`src/rtl/prog_loader_pkg.sv`:
```
`default_nettype none
// ============================================================================
// Module  : prog_loader_pkg
// Brief   : Shared state encoding and frame constants for the program loader.
//           The CSUM state exists only when PROG_LOADER_CHECKSUM_EN is defined.
// Revision: 1.0 - initial release
// ============================================================================
package prog_loader_pkg;

  // Frame layout: one count byte, then two bytes (high, low) per word.
  localparam int unsigned HDR_BYTES      = 1;
  localparam int unsigned BYTES_PER_WORD = 2;

  typedef enum logic [2:0] {
    ST_IDLE  = 3'd0,
    ST_COUNT = 3'd1,
    ST_HI    = 3'd2,
    ST_LO    = 3'd3,
    ST_DONE  = 3'd4,
    ST_ERR   = 3'd5
`ifdef PROG_LOADER_CHECKSUM_EN
    , ST_CSUM = 3'd6
`endif
  } state_e;

endpackage : prog_loader_pkg
`default_nettype wire

```
`src/rtl/loader_timeout.sv`:
```
`default_nettype none
// ============================================================================
// Module  : loader_timeout
// Brief   : Inter-byte idle counter. Counts enabled cycles since the last
//           clear and flags expiry once LIMIT idle cycles have been seen.
// Revision: 1.0 - initial release
// ============================================================================
module loader_timeout #(
  parameter int unsigned LIMIT = 1000000
) (
  input  logic clk,
  input  logic rst,
  input  logic clr_i,
  input  logic en_i,
  output logic expired_o
);

  localparam int unsigned    CW   = (LIMIT > 1) ? $clog2(LIMIT) : 1;
  localparam logic [CW-1:0]  LAST = CW'(LIMIT - 1);

  logic [CW-1:0] cnt_q;

  // Idle-cycle counter; holds at the terminal value until cleared.
  always_ff @(posedge clk) begin
    if (rst || clr_i) begin
      cnt_q <= '0;
    end else if (en_i && !expired_o) begin
      cnt_q <= cnt_q + CW'(1);
    end
  end

  assign expired_o = en_i && (cnt_q == LAST);

endmodule : loader_timeout
`default_nettype wire

```
`src/rtl/prog_loader.sv`:
```
`default_nettype none
// ============================================================================
// Module  : prog_loader
// Brief   : Serial program loader. Receives a count byte followed by
//           high/low byte pairs and writes 16-bit words into instruction RAM
//           while holding the CPU halted. Aborts on inter-byte timeout.
//           Optional trailing checksum byte: define PROG_LOADER_CHECKSUM_EN.
// Revision: 1.0 - initial release
// ============================================================================
module prog_loader
  import prog_loader_pkg::*;
#(
  parameter int unsigned addr_width     = 8,
  parameter int unsigned data_width     = 16,
  parameter int unsigned timeout_cycles = 1000000
) (
  input  logic                  clk,
  input  logic                  rst,
  input  logic                  start,
  input  logic [7:0]            rx_data,
  input  logic                  rx_valid,
  output logic [addr_width-1:0] w_addr,
  output logic [data_width-1:0] din,
  output logic                  w_en,
  output logic                  cpu_halt,
  output logic                  done,
  output logic                  err
);

  state_e                  state_q;
  logic [addr_width-1:0]   w_addr_q;
  logic [data_width-1:0]   din_q;
  logic                    w_en_q;
  logic                    cpu_halt_q;
  logic                    done_q;
  logic                    err_q;
  logic [7:0]              hi_q;
  logic [7:0]              wcnt_q;   // words still to come after the current one
`ifdef PROG_LOADER_CHECKSUM_EN
  logic [7:0]              sum_q;
`endif

  logic load_active;
  logic tmo_clr;
  logic tmo_expired;

  // The timeout only runs while a frame is in progress.
  always_comb begin
    load_active = 1'b0;
    case (state_q)
      ST_COUNT, ST_HI, ST_LO: load_active = 1'b1;
`ifdef PROG_LOADER_CHECKSUM_EN
      ST_CSUM:                load_active = 1'b1;
`endif
      default:                load_active = 1'b0;
    endcase
  end

  assign tmo_clr = rx_valid || !load_active;

  loader_timeout #(
    .LIMIT (timeout_cycles)
  ) u_timeout (
    .clk       (clk),
    .rst       (rst),
    .clr_i     (tmo_clr),
    .en_i      (load_active),
    .expired_o (tmo_expired)
  );

  // Frame FSM with registered RAM-write and status outputs.
  always_ff @(posedge clk) begin
    if (rst) begin
      state_q    <= ST_IDLE;
      w_addr_q   <= '0;
      din_q      <= '0;
      w_en_q     <= 1'b0;
      cpu_halt_q <= 1'b0;
      done_q     <= 1'b0;
      err_q      <= 1'b0;
      hi_q       <= '0;
      wcnt_q     <= '0;
`ifdef PROG_LOADER_CHECKSUM_EN
      sum_q      <= '0;
`endif
    end else begin
      w_en_q <= 1'b0;
      // Address advances in the cycle following each write pulse.
      if (w_en_q) begin
        w_addr_q <= w_addr_q + addr_width'(1);
      end

      case (state_q)
        ST_IDLE, ST_DONE, ST_ERR: begin
          if (start) begin
            state_q    <= ST_COUNT;
            w_addr_q   <= '0;
            cpu_halt_q <= 1'b1;
            done_q     <= 1'b0;
            err_q      <= 1'b0;
          end
        end

        ST_COUNT: begin
          if (tmo_expired) begin
            state_q    <= ST_ERR;
            err_q      <= 1'b1;
            cpu_halt_q <= 1'b0;
          end else if (rx_valid) begin
            wcnt_q  <= rx_data;
            state_q <= ST_HI;
`ifdef PROG_LOADER_CHECKSUM_EN
            sum_q   <= '0;
`endif
          end
        end

        ST_HI: begin
          if (tmo_expired) begin
            state_q    <= ST_ERR;
            err_q      <= 1'b1;
            cpu_halt_q <= 1'b0;
          end else if (rx_valid) begin
            hi_q    <= rx_data;
            state_q <= ST_LO;
`ifdef PROG_LOADER_CHECKSUM_EN
            sum_q   <= sum_q + rx_data;
`endif
          end
        end

        ST_LO: begin
          if (tmo_expired) begin
            state_q    <= ST_ERR;
            err_q      <= 1'b1;
            cpu_halt_q <= 1'b0;
          end else if (rx_valid) begin
            din_q  <= {hi_q, rx_data};
            w_en_q <= 1'b1;
`ifdef PROG_LOADER_CHECKSUM_EN
            sum_q  <= sum_q + rx_data;
`endif
            if (wcnt_q == 8'd0) begin
`ifdef PROG_LOADER_CHECKSUM_EN
              state_q    <= ST_CSUM;
`else
              state_q    <= ST_DONE;
              done_q     <= 1'b1;
              cpu_halt_q <= 1'b0;
`endif
            end else begin
              wcnt_q  <= wcnt_q - 8'd1;
              state_q <= ST_HI;
            end
          end
        end

`ifdef PROG_LOADER_CHECKSUM_EN
        ST_CSUM: begin
          if (tmo_expired) begin
            state_q    <= ST_ERR;
            err_q      <= 1'b1;
            cpu_halt_q <= 1'b0;
          end else if (rx_valid) begin
            cpu_halt_q <= 1'b0;
            if (rx_data == sum_q) begin
              state_q <= ST_DONE;
              done_q  <= 1'b1;
            end else begin
              state_q <= ST_ERR;
              err_q   <= 1'b1;
            end
          end
        end
`endif

        default: begin
          state_q    <= ST_IDLE;
          cpu_halt_q <= 1'b0;
        end
      endcase
    end
  end

  assign w_addr   = w_addr_q;
  assign din      = din_q;
  assign w_en     = w_en_q;
  assign cpu_halt = cpu_halt_q;
  assign done     = done_q;
  assign err      = err_q;

endmodule : prog_loader
`default_nettype wire

```
`config.mk`:
```
export PLATFORM = sky130hd
export DESIGN_NAME = prog_loader
export DESIGN_NICKNAME = d
export VERILOG_FILES = /design/src/rtl/prog_loader_pkg.sv /design/src/rtl/loader_timeout.sv /design/src/rtl/prog_loader.sv
export SDC_FILE = /design/constraint.sdc
export NUM_CORES = 1
export LEC_CHECK = 0
export ABC_CLOCK_PERIOD_IN_PS = 4000
export BUFFER_PORTS_ARGS = -buffer_cell sky130_fd_sc_hd__buf_2
export CORE_MARGIN = 5
export CORE_UTILIZATION = 55
export CTS_CLUSTER_SIZE = 24
export DETAILED_ROUTE_END_ITERATION = 12
export GPL_TIMING_DRIVEN = 0
export PLACE_DENSITY = 0.74
export SYNTH_ARGS = -nofsm -noshare
export SYNTH_HDL_FRONTEND = slang
export SYNTH_SLANG_ARGS = --single-unit
```
`constraint.sdc`:
```
create_clock -name clk -period 4 [get_ports clk]
set_clock_uncertainty 0.15 [all_clocks]
set_input_delay 0.8 -clock clk [delete_from_list [all_inputs] [get_ports clk]]
set_output_delay 0.8 -clock clk [all_outputs]
set_load 0.02 [all_outputs]
```
==> impl_results.md, run 1 <==
* GPL Wtd Cong at roughly 0.9
* Max stage delay on crit path at 400 ps
* Slowest stage cell on the critical path: dfxtp_1
* CTS sink cnt at 67
* Rel. slew slack at 31.5%
* Port buffer count at 39
* I/O pin count at 40
* Critical-path cell list: ha_1 -> nand4_1 -> nor4_4 -> a21boi_1 -> buf_2 -> buf_6 -> a32oi_1 -> nor2_1
* Router iterations before antenna repair at 4
* Clock slew at reported path FFs at approximately 70 ps
* Max Root-Sink Buffers at 2
* Most frequent cell after synthesis: dfxtp_1
* Die Width at 85.4 microns
* Worst Hold Margin at 328 ps
* Sequential share of the synthesized area at 42.9%
* Synth Area in Compound Gates at 16.1%
* Primary FF master, synth: dfxtp_1
* Fmax at around 430 MHz
* NetSw at 343 uW
* Estimated wirelength of the detail-placed design at 5100 microns
* Total core area at 5510 sq um
* Worst-Skew Late Latency at 340 ps
* Antenna violations before repair at 0
* CTS tree: built
* Adder-cell share of the synthesized area at 1.20%
* Top cells by area, synth: dfxtp_1 (43%), mux2i_1 (6.4%), nor2_1 (5.9%)
* Final wirelength at around 7000 microns
* Mux contribution to synthesized area at between 6 and 7%
* Yosys top cell by area: dfxtp_1
* Synth Area in XOR/XNOR at 4.77%
* Mapped Area at roughly 3100 sq um
* Diode count at 0
* Total gr overflow at 0
* Die Area at 7290 sq um
* Drt initial violations at 155
* Synthesized area per cell at 8.78 sq um
* CTS Hold Bufs at 0
* Post-synth EDFFs at 0
* Area grow syn2layout at 15.6%
* Vias in the first global route at approximately 2600
* Critical Path End Type: flip-flop
* Maxcap violations at 0
* Pwr/cell area at about 380 nW/um^2
* Gate power share at under 10%
* Num CTS Buffers at 9
* Synthesized Nets at 371
* Area of the multi-input gates at 1680 sq um
* Async SR Flop Fraction at 0%
* Rows at 27
* Top Family by Delay on Critical Path: simple AND/OR/NAND/NOR gates
* Worst-path fanout max at 10
* First-pass GRT wire length at 12000 microns
* Post-CTS Setup Bufs at 0
* Post-synth top cells: dfxtp_1 (67), nor2_1 (49), a21oi_1 (30), nand2_1 (23), nand3_1 (21)
* CTS resizes at 0
* CP required at 4070 ps
* Sw frac at about 25%
* Final period utilization at around 58%
* Die H at roughly 85 microns
* Synth cell types at 50
* Worst VDD drop at 0.351 mV
* Worst-margin pin slew at 1020 ps
* Max Transition Viols Final at 0
* Outcome: finished, final reports clean
* Via count at roughly 2800
* Share of the synthesized area in the top cell type at 42.9%
* Crit path DAT at about 2400 ps
* Final cell count without fillers at 483
* Gr usage total at roughly a fifth
* Yosys reg bits at 67
* DRC viols at 0
* Setup TNS at 0 ps
* Placed cell count at 467
* Layout Nets at 421
* Static Leak at 1.34 nW
* Simple logic cell fraction of the synthesized area at 25.2%
* Largest net degree at the start of global routing at 13
* H-Tree Depth at 3
* Clk pwr share at 42.1%
* RSZ-0062 raised after global routing: no
* Clk root buf: clkbuf_8
* ANT nets after route at 0
* Crit Path Class: flip-flop to flip-flop
* P_int at 1.02 mW
* Final-layout fill cell count at 462
* Initial Util at 56.7%
* # setup viols final at 0
* Reg area at 1340 sq um
* Final Critical Period at 2310 ps
* Final hold violations at 0
* Largest family of logic cells by synthesized area: simple AND/OR/NAND/NOR gates
* Worst path bufs/invs at 2
* Synthesis Warnings at 0
* Via-per-instance ratio at 5.71
* Worst min-delay path class: flip-flop to flip-flop
* Synthesized instance count at between 300 and 400
* Crit start category: flip-flop
* Fraction of layout cells with a size suffix above 1 at 19.2%
* Seq pwr share at 50.2%
* DR WL/cell at 14.6 microns
worst register-to-register path, stage by stage (launching register included):
cell and delay (ps):
dfxtp_1 400, ha_1 250, nand4_1 210, nor4_4 390, a21boi_1 130, buf_2 230, buf_6 190, a32oi_1 190
nor2_1 50
stage by stage:
| step | setup WS, ps | total power, mW | area (sq um) | util [%] |
|---|---|---|---|---|
| 2_1_floorplan | 1940 | 0.771 | 3120 | - |
| 3_3_place_gp | 1560 | 0.801 | 3410 | 61.9 |
| 3_5_place_dp | 1520 | 0.803 | 3410 | 61.9 |
| 4_1_cts | 1690 | 1.37 | 3610 | 65.6 |
| 5_1_grt | 1490 | 1.41 | 3610 | 65.6 |
| 6_report | 1690 | 1.36 | 3610 | 65.6 |
power groups by stage:
stage	clock [mW]	sequential [mW]	combinational, mW
global route	0.612	0.684	0.118
CTS	0.578	0.683	0.105
finish	0.573	0.683	0.105
global placement	0	0.698	0.103
floorplan	0	0.699	0.0714
detailed placement	0	0.698	0.105
placed cells by master (no fill, tap or decap), types with 6 or more instances in the layout:
master / Yosys / final
dfxtp_1: 67 / 67
nor2_1: 49 / 49
buf_2: 6 / 45
a21oi_1: 30 / 30
nand2_1: 23 / 23
nand3_1: 21 / 21
mux2i_1: 20 / 20
o21ai_0: 17 / 17
nand2b_1: 10 / 10
clkbuf_1: 10 / 10
clkbuf_8: 0 / 10
xor2_1: 9 / 9
nand4_1: 8 / 8
xnor2_1: 8 / 8
nor3_1: 7 / 7
or3_1: 6 / 6
final cells by class:
cell class / count / area share, %
clock inverters: 6 / 1.80
inverters: 4 / 0.416
clock buffers: 10 / 3.81
plain buffers: 18 / 2.49
multi-input cells: 267 / 46.4
repair buffers: 39 / 5.40
well taps: 72 / 2.49
flip-flops and latches: 67 / 37.1
cell families (layout without fill, tap and decap cells):
group,count (synthesis),in the layout
adder cells (fa/ha/maj),3,3
buffers and inverters,22,77
XOR/XNOR,17,17
multiplexers,20,20
AND/OR/NAND/NOR,150,150
flip-flops,67,67
AO/OA/AOI/OAI,77,77
layer usage:
layer	up-vias	track usage [%]	part of all wire [%]
met1	1290	25.3	44
li1	1386	-	-
met2	69	33.8	50
met3	11	4.95	4.4
met4	0	7.05	1.6
met5	-	0	0
worst paths after layout:
path	from	slack, ps	to	cells after the start
max	u_timeout.cnt_q[0]$_SDFFE_PP0P_	1690	done$_SDFFE_PP0P_	8
min	err$_SDFFE_PP0P_	330	err$_SDFFE_PP0P_	2
max reg2reg	u_timeout.cnt_q[0]$_SDFFE_PP0P_	1690	done$_SDFFE_PP0P_	8
min reg2reg	err$_SDFFE_PP0P_	330	err$_SDFFE_PP0P_	2
registers in the layout, indices dropped and copies added, names as in the netlist:
register / flops
state_q: 3
hi_q: 8
w_addr: 8
w_en: 1
u_timeout.cnt_q: 20
cpu_halt: 1
done: 1
err: 1
din: 16
wcnt_q: 8
Power figures use the tool's default switching activity.
==> run 2: changes to the inputs <==
--- a/config.mk
+++ b/config.mk
@@ -5,10 +5,10 @@
 export SDC_FILE = /design/constraint.sdc
 export NUM_CORES = 1
 export LEC_CHECK = 0
-export ABC_CLOCK_PERIOD_IN_PS = 4000
+export ABC_CLOCK_PERIOD_IN_PS = 2000
 export BUFFER_PORTS_ARGS = -buffer_cell sky130_fd_sc_hd__buf_2
 export CORE_MARGIN = 5
-export CORE_UTILIZATION = 55
+export CORE_UTILIZATION = 52
 export CTS_CLUSTER_SIZE = 24
 export DETAILED_ROUTE_END_ITERATION = 12
 export GPL_TIMING_DRIVEN = 0
==> constraint.sdc (replaced) <==
create_clock -name clk -period 2 [get_ports clk]
set_clock_uncertainty 0.15 [all_clocks]
set_input_delay 0.4 -clock clk [delete_from_list [all_inputs] [get_ports clk]]
set_output_delay 0.4 -clock clk [all_outputs]
set_load 0.02 [all_outputs]
==> run 2 against run 1 <==
Compared with the run above:
- final area grew 8.3%
- count of clock-buffer cells in the layout down 1
- core utilization increased by 0.86 points
- routed wire length increased by 5.5%
- clock power grew 97%
- die area increased by 5.1%
- fmax rose by 16%
- non-clock buffer count increased by 10
- register-to-register slack got worse by 1700 ps
- largest cell class unchanged
- largest power group unchanged
==> impl_results.md, run 2 (synthesis gave the netlist of run 1 again) <==
* Critical Path End Type: flip-flop
* Layout Nets at 432 (+2.6%)
* Worst Slack Setup Final at 8.81 ps (-1690 ps)
* Die Area at 7660 sq um (+5.1%)
* Gate power share at 8.7% (+0.9 points)
* RSZ-0062 raised after global routing: yes
* Port buffer count at 39 (unchanged)
* ANT nets after route at 0 (unchanged)
* Worst Hold Margin at 190 ps (-139 ps)
* Slowest stage cell on the critical path: a311o_1
* Die H at 87.5 microns (+2.5%)
* Clk root buf: clkbuf_8
* Drt initial violations at 139 (-10%)
* Reg with most FFs: u_timeout.cnt_q
* Max Transition Viols Final at 0 (unchanged)
* Worst-path fanout max at 10 (unchanged)
* Final Critical Period at 1990 ps (-315 ps)
* Pwr/cell area at 699 nW/um^2 (+85%)
* Vias in the first global route at 2641 (+1.1%)
* Diode count at 0 (unchanged)
* CTS sink cnt at 67 (unchanged)
* Final-layout fill cell count at 491 (+6.3%)
* Die Width at 87.5 microns (+2.5%)
* Rel. slew slack at 61.4% (+30 points)
* Largest register FFs at 20 (unchanged)
* GPL Wtd Cong at 0.891 (+0.69%)
* Reg area at 1350 sq um (+0.93%)
* DR WL/cell at 14.9 microns (+2.5%)
* Outcome: finished, final reports clean
* Dpl ws at -256 ps (-1770 ps)
* # setup viols final at 0 (unchanged)
* Worst min-delay path class: primary input to flip-flop
* Commonest non-fill, non-tap cell in the layout: dfxtp_1
* Clk pwr share at 41.4% (-0.7 points)
* Sw frac at 26.1% (+0.88 points)
* CTS tree: built
* Area of the multi-input gates at 1840 sq um (+9.8%)
* Fraction of layout cells with a size suffix above 1 at 27.7% (+8.5 points)
* Via-per-instance ratio at 5.68 (-0.45%)
* Max Root-Sink Buffers at 2 (unchanged)
* Total core area at 5890 sq um (+6.9%)
* Initial Util at 53.1% (-3.7 points)
* Estimated wirelength of the detail-placed design at 4890 microns (-4.1%)
* Crit start category: flip-flop
* DRC viols at 0 (unchanged)
* Worst-Skew Late Latency at 350 ps (about the same)
* Max stage delay on crit path at 380 ps (-20 ps)
* Final wirelength at 7420 microns (+5.5%)
* Crit path DAT at 2100 ps (-270 ps)
* Gr usage total at 19.7% (-0.49 points)
* Largest net degree at the start of global routing at 14 (+1)
* Setup TNS at 0 ps (unchanged)
* Commonest non-fill, non-tap cells in the layout: dfxtp_1 (61), nor2_1 (49), buf_2 (42)
* Via count at 2823 (+2.4%)
* Total gr overflow at 0 (unchanged)
* Worst-margin pin slew at 576 ps (-444 ps)
* Final hold violations at 0 (unchanged)
* Worst VDD drop at 0.478 mV (+36%)
* Final period utilization at 99.6% (+42 points)
* First-pass GRT wire length at 12000 microns (+0.34%)
* NetSw at 713 uW (+110%)
* Crit Path Class: flip-flop to flip-flop
* P_int at 2.02 mW (+98%)
* H-Tree Depth at 3 (unchanged)
* Area grow syn2layout at 25.2%
* Critical-path cell list: nor4b_4 -> and3_4 -> buf_12 -> nand3_4 -> a311o_1 -> a221oi_2
* Router iterations before antenna repair at 4 (unchanged)
* Fmax at 502 MHz (+16%)
* Antenna violations before repair at 0 (unchanged)
* Final Util at 66.5% (+0.86 points)
* CP required at 2110 ps (-1960 ps)
* Seq pwr share at 49.9% (-0.3 points)
* Clock slew at reported path FFs at 80 ps (about the same)
* Static Leak at 1.47 nW (+9.9%)
* Num CTS Buffers at 9 (unchanged)
* Maxcap violations at 0 (unchanged)
* I/O pin count at 40 (unchanged)
* Rows at 28 (+3.7%)
run 2: cell count changes in the layout (fill, tap and decap cells not counted), sizes merged:
cell / delta
clkinv: -1
o21bai: +1
buf: +12
clkbuf: -3
clkinvlp: +1
inv: +1
run 2: power by group through the flow:
stage	Clock, mW	Sequential (mW)	Combinational (mW)
2_1_floorplan	0	1.40	0.143
3_3_place_gp	0	1.40	0.205
3_5_place_dp	0	1.40	0.207
4_1_cts	1.15	1.36	0.218
5_1_grt	1.21	1.37	0.264
6_report	1.13	1.36	0.237
run 2: critical path, delay by kind of cell (launching register included):
family | cells | cell delay (ps)
AOI/OAI and AO/OA | 2 | 590
DFF | 1 | 350
and+or+nand+nor | 3 | 670
buffers and inverters | 1 | 140
run 2: final timing paths:
check        cells past startpoint                        startpoint                      end  slack [ps]
max                              6  u_timeout.cnt_q[12]$_SDFFE_PP0P_  state_q[0]$_SDFFE_PP0P_           9
max reg2reg                      6  u_timeout.cnt_q[12]$_SDFFE_PP0P_  state_q[0]$_SDFFE_PP0P_           9
min reg2reg                      2            wcnt_q[1]$_SDFFE_PP0P_   wcnt_q[1]$_SDFFE_PP0P_         330
min                              3                        rx_data[3]     hi_q[3]$_SDFFE_PP0P_         190
run 2: final cells by class:
class / count / share of cell area [%]
buffer: 15 / 2.50
sequential: 67 / 34.6
multi-input combinational: 268 / 47.1
clock inverter: 7 / 1.95
clock buffer: 9 / 3.17
timing repair buffer: 52 / 7.90
inverter: 4 / 0.384
tap: 75 / 2.40
run 2: what timing repair did:
| item | CTS | global route |
|---|---|---|
| gates cloned | 0 | 1 |
| pin swaps | 3 | 12 |
| buffers inserted | 3 | 10 |
| setup endpoints to repair | 54 | 54 |
| resized for setup | 18 | 31 |
| hold buffers | 0 | 0 |
run 2: per-layer routing:
layer	routed length [microns]	GRT usage, %	vias up
met4	81	8.79	0
met3	376	4.16	8
met2	3550	31.6	74
li1	-	-	1405
met5	0	0	-
met1	3410	25.5	1336
run 2: through the flow:
step	instances	power [mW]	area, sq um
after CTS	488	2.74	3710
after global placement	470	1.60	3410
after detailed placement	470	1.60	3410
after global routing	497	2.84	3910
after floorplan	356	1.54	3120
final	497	2.73	3910
